### src/rtl/rp_8bit_fetch.sv
// Instruction fetch sequencer for the rp 8-bit core: program memory reads, word buffering, 1/2-word assembly.
// Latency: 1-cycle memory read; first id_vld two cycles after reset release, then 1 instruction/cycle.
// Backpressure: id_rdy=0 holds the head stable and stops new reads once the buffer would fill.
// Optional macro RP_8BIT_FETCH_TWO_WORD_EN: when defined, jmp/call/lds/sts are assembled as 32-bit instructions.
module rp_8bit_fetch #(
  parameter int             PAW     = 11,
  parameter int             DEPTH   = 2,
  parameter logic [PAW-1:0] RST_VEC = '0
) (
  input  logic           clk,
  input  logic           rst,
  output logic           pmem_ren,
  output logic [PAW-1:0] pmem_adr,
  input  logic [15:0]    pmem_rdt,
  output logic           id_vld,
  input  logic           id_rdy,
  output logic [31:0]    id_ins,
  output logic           id_two,
  output logic [PAW-1:0] id_pc,
  input  logic           skp_req,
  input  logic           br_req,
  input  logic [PAW-1:0] br_adr
);

  localparam int CW = $clog2(DEPTH + 1);

  // Architectural fetch state
  logic [PAW-1:0] r_pc;
  logic           r_inf;
  logic [PAW-1:0] r_inf_adr;
  logic [CW-1:0]  r_cnt;
  logic           r_skp;

  // Word buffer, head always at index 0 so a 1- or 2-word pop is a shift
  logic [15:0]    r_wrd [DEPTH];
  logic [PAW-1:0] r_adr [DEPTH];

  // Combinational helpers
  logic           w_head_two;
  int             w_head_len;
  logic           w_head_ok;
  logic           w_hand;
  logic           w_skp_pop;
  int             w_pop;
  logic           w_push;
  int             w_cnt_nxt;
  logic [15:0]    w_wrd_nxt [DEPTH];
  logic [PAW-1:0] w_adr_nxt [DEPTH];

  // Decode the head word length and whether the whole instruction is buffered
  always_comb begin
    w_head_two = 1'b0;
`ifdef RP_8BIT_FETCH_TWO_WORD_EN
    // jmp/call: 1001_010?_????_11??, lds/sts: 1001_00??_????_0000
    w_head_two = (r_wrd[0] ==? 16'b1001_010?_????_11??) ||
                 (r_wrd[0] ==? 16'b1001_00??_????_0000);
`endif
    w_head_len = w_head_two ? 2 : 1;
    w_head_ok  = (int'(r_cnt) >= w_head_len);
  end

  // Handover, skip consumption, memory issue and the buffer pop/push amounts
  always_comb begin
    // A branch suppresses both delivery and skip consumption in its own cycle
    id_vld    = !rst && !br_req && !r_skp && w_head_ok;
    w_hand    = id_vld && id_rdy;
    w_skp_pop = !rst && !br_req && r_skp && w_head_ok;
    w_pop     = (w_hand || w_skp_pop) ? w_head_len : 0;
    // Data returning during a branch cycle belongs to the old stream and is dropped
    w_push    = r_inf && !br_req;
    // Issue only if the word can be guaranteed a slot when it returns
    pmem_ren  = !rst && (br_req || ((int'(r_cnt) - w_pop + int'(r_inf)) < DEPTH));
    pmem_adr  = br_req ? br_adr : r_pc;
  end

  // Present the buffered head instruction; zero whenever no complete head is held
  always_comb begin
    id_two = 1'b0;
    id_ins = '0;
    id_pc  = '0;
    if (!rst && w_head_ok) begin
      id_two       = w_head_two;
      id_ins[15:0] = r_wrd[0];
      if (w_head_two) begin
        id_ins[31:16] = r_wrd[1];
      end
      id_pc = r_adr[0];
    end
  end

  // Next buffer contents: shift out popped words, append the returning word after the survivors
  always_comb begin
    for (int i = 0; i < DEPTH; i++) begin
      w_wrd_nxt[i] = r_wrd[i];
      w_adr_nxt[i] = r_adr[i];
      for (int j = 0; j < DEPTH; j++) begin
        if (j == i + w_pop) begin
          w_wrd_nxt[i] = r_wrd[j];
          w_adr_nxt[i] = r_adr[j];
        end
      end
      if (w_push && (i == int'(r_cnt) - w_pop)) begin
        w_wrd_nxt[i] = pmem_rdt;
        w_adr_nxt[i] = r_inf_adr;
      end
    end
    w_cnt_nxt = br_req ? 0 : (int'(r_cnt) - w_pop + int'(w_push));
  end

  // Control state: pc, inflight tracking, occupancy and the skip flag
  always_ff @(posedge clk) begin
    if (rst) begin
      r_pc      <= RST_VEC;
      r_inf     <= 1'b0;
      r_inf_adr <= '0;
      r_cnt     <= '0;
      r_skp     <= 1'b0;
    end else begin
      if (pmem_ren) begin
        r_pc <= pmem_adr + PAW'(1);
      end
      r_inf     <= pmem_ren;
      r_inf_adr <= pmem_adr;
      r_cnt     <= CW'(w_cnt_nxt);
      // Branch drops any pending or simultaneous skip; a set flag ignores further requests
      if (br_req) begin
        r_skp <= 1'b0;
      end else if (w_skp_pop) begin
        r_skp <= 1'b0;
      end else if (skp_req) begin
        r_skp <= 1'b1;
      end
      assert (w_cnt_nxt <= DEPTH);
    end
  end

  // Buffer storage is pure datapath; stale entries are masked by the occupancy count
  always_ff @(posedge clk) begin
    for (int i = 0; i < DEPTH; i++) begin
      r_wrd[i] <= w_wrd_nxt[i];
      r_adr[i] <= w_adr_nxt[i];
    end
  end

endmodule

### config.mk
export PLATFORM = sky130hd
export DESIGN_NAME = rp_8bit_fetch
export DESIGN_NICKNAME = d
export VERILOG_FILES = /design/src/rtl/rp_8bit_fetch.sv
export SDC_FILE = /design/constraint.sdc
export NUM_CORES = 1
export LEC_CHECK = 0
export BUFFER_PORTS_ARGS = -buffer_cell sky130_fd_sc_hd__buf_2
export CORE_MARGIN = 2
export CORE_UTILIZATION = 40
export DETAILED_ROUTE_END_ITERATION = 7
export PLACE_DENSITY = 0.72
export SETUP_SLACK_MARGIN = 0.1
export SYNTH_ARGS = -nofsm -noshare
export SYNTH_HDL_FRONTEND = slang
export SYNTH_SLANG_ARGS = --single-unit
### constraint.sdc
create_clock -name clk -period 4 [get_ports clk]
set_input_delay 0.8 -clock clk [delete_from_list [all_inputs] [get_ports clk]]
set_output_delay 0.8 -clock clk [all_outputs]
set_load 0.01 [all_outputs]
==> flow_metrics.env <==
export IMPL_run_status="complete, no violations"
export IMPL_cts_buffers=9
export IMPL_fin_skew_ps=7.116
export IMPL_synth_area_mm2=0.004019
export IMPL_path_max_fanout=9
export IMPL_slew_viol_final=0
export IMPL_setup_tns_ps=0
export IMPL_place_gp_congestion=0.8182
export IMPL_cts_setup_buffers=0
export IMPL_grt_pass1_vias=2516
export IMPL_ctsHoldBuffers=0
export IMPL_io_buffer_count=71
export IMPL_yosysWarnings=0
export IMPL_critPathRequiredTime_ps=3200
export IMPL_grt_usage_pct=14.55
export IMPL_dp_cells=500
export IMPL_antenna_cells=0
export IMPL_synth_distinct_cells=48
export IMPL_grt_max_degree=37
export IMPL_drv_cap=0
export IMPL_die_w_um=104.2
export IMPL_min_period_ps=3684
export IMPL_power_w=0.001845
export IMPL_cts_sinks=80
export IMPL_drtPass1Iterations=4
export IMPL_rsz0062_at_grt="false"
export IMPL_cts_resized=0
export IMPL_cts_tree="yes"
export IMPL_worstMarginPinSlew_ps=720.8
export IMPL_initial_utilization_pct=41.12
export IMPL_drive_above_1_share_pct=42.82
export IMPL_hold_class="flip-flop to flip-flop"
export IMPL_r2r_slack_ps=1290
export IMPL_dp_hpwl_um=5246
export IMPL_critical_path_class="input pin to output pin"
export IMPL_h_tree_depth=3
export IMPL_clkLatencyLatePin_ps=350
export IMPL_setup_viol=0
export IMPL_relSlewSlack_pct=51.95
export IMPL_wl_per_cell_um=14.54
export IMPL_synth_edf_count=54
export IMPL_cts_max_path_buffers=2
export IMPL_period_share_pct=92.11
export IMPL_areaGrowthSynthToFinish_pct=15.54
export IMPL_final_cell_area_mm2=0.004643
export IMPL_crit_arrival_ps=2880
export IMPL_max_vdd_ir_drop_uv=169.8
export IMPL_synth_cells=307
export IMPL_nets=415
export IMPL_layout_common_cells="buf_2, mux2_2, edfxtp_1, and2_1, dfxtp_1"
export IMPL_grt_pass1_wl_um=12450
export IMPL_ys_async_sr_fraction_pct=0
export IMPL_num_rows=36
export IMPL_cp_end_kind="output pin"
export IMPL_die_y_um=104.2
export IMPL_vias=2487
export IMPL_vias_per_cell=4.820
export IMPL_synth_seq_cells=80
export IMPL_fmax_mhz=271.4
export IMPL_path_clk_slew_ps=80
export IMPL_io_pins=89
export IMPL_ys_seq_area_share_pct=53.30
export IMPL_leakage_nw=1.895
export IMPL_hold_viol=0
export IMPL_ys_flop_type="edfxtp_1"
export IMPL_drc_errors=0
export IMPL_cts_root_buf="clkbuf_8"
export IMPL_dieArea_mm2=0.01086
export IMPL_place_area_mm2=0.004407
export IMPL_ant_nets=0
export IMPL_layout_cells_non_filler=516
export IMPL_syn_avg_cell_area_um2=13.09
export IMPL_core_area_mm2=0.009774
export IMPL_grt_remaining_overflow=0
export IMPL_antenna_found_initial=0
export IMPL_wirelength_um=7504
export IMPL_power_density_mw_per_mm2=397.3
export IMPL_final_common_cell="buf_2"
export IMPL_holdWs_ps=498.1
export IMPL_drtIter0Drc=128
export IMPL_worstSetupStartpointType="input pin"
-- cell type report --
cell class / instances / area (um2)
Clock buffer: 11 / 131.4
Timing Repair Buffer: 77 / 412.9
Inverter: 15 / 56.30
Multi-Input combinational cell: 195 / 1629
Sequential cell: 80 / 2142
Tap cell: 133 / 166.4
Fill cell: 907 / 5131
Clock inverter: 5 / 105.1
-- cells by family after synthesis --
group / synth area share, %
xor+xnor: 1.308
buf+inv: 7.690
flops: 53.30
simple gates: 13.45
compound gates: 3.145
other cells: 0.09331
mux: 19.27
fa+ha+maj: 1.744
-- worst max-delay path, cell delays in order --
cell	delay (ps)
buf_2	120
nor4_1	370
ha_1	250
inv_1	60
fa_1	440
nor2b_1	170
or2_1	340
inv_1	170
buf_2	150
-- Yosys cell counts, drive strengths merged, types with 2 or more instances --
cell,n,area (um2)
a21oi,2,10.01
nand4,3,33.78
dfxtp,26,520.5
a211oi,2,27.53
o31ai,2,20.02
buf,26,226.5
or2,2,12.52
nor4,2,12.51
ha,4,50.05
inv,15,56.30
and2,29,181.4
nor3,5,36.29
mux2,57,641.9
clkbuf,7,26.28
o21ai,3,15.01
xnor2,5,43.79
mux2i,10,132.6
nand3,6,30.03
edfxtp,54,1622
and3,2,12.51
nor2,19,71.32
nand3b,7,65.06
nor2b,6,40.04
a211o,2,17.52
-- path summary, 6_finish.rpt --
| path | from | endpoint | cells after the start |
|---|---|---|---|
| setup / recovery | br_req | pmem_ren | 9 |
| hold / removal | r_pc[10]$_SDFFE_PP0P_ | r_pc[10]$_SDFFE_PP0P_ | 2 |
| setup reg to reg | r_cnt[1]$_SDFF_PP0_ | r_wrd[0][27]$_DFFE_PP_ | 7 |
| hold reg to reg | r_pc[10]$_SDFFE_PP0P_ | r_pc[10]$_SDFFE_PP0P_ | 2 |
-- flip-flops by register name (all words and copies together) (netlist names) --
signal,flops
r_inf_adr,11
r_pc,11
r_adr,22
r_wrd,32
r_skp,1
r_cnt,2
r_inf,1
-- where the power goes --
| group | leakage, nW | switching [W] | internal (W) |
|---|---|---|---|
| sequential | 0.712 | 0.0000214 | 0.000924 |
| clock | 0.110 | 0.000283 | 0.000415 |
| combinational | 1.07 | 0.000111 | 0.0000905 |
-- layer usage --
layer  global-route usage [%]  part of all wire [%]
met4                    5.502                   2.5
met3                    5.013                   6.1
met2                    23.40                    47
met1                    18.08                    45
met5                        0                     0
-- per-stage QoR --
step	utilization, %	setup slack, ps
after global routing	47.50	129.0
after global placement	45.08	455.8
after CTS	47.50	326.8
after detailed placement	45.08	343.8
final	47.50	315.6
after floorplan	-	309.2
No activity file was read; power rests on OpenSTA's default activity.
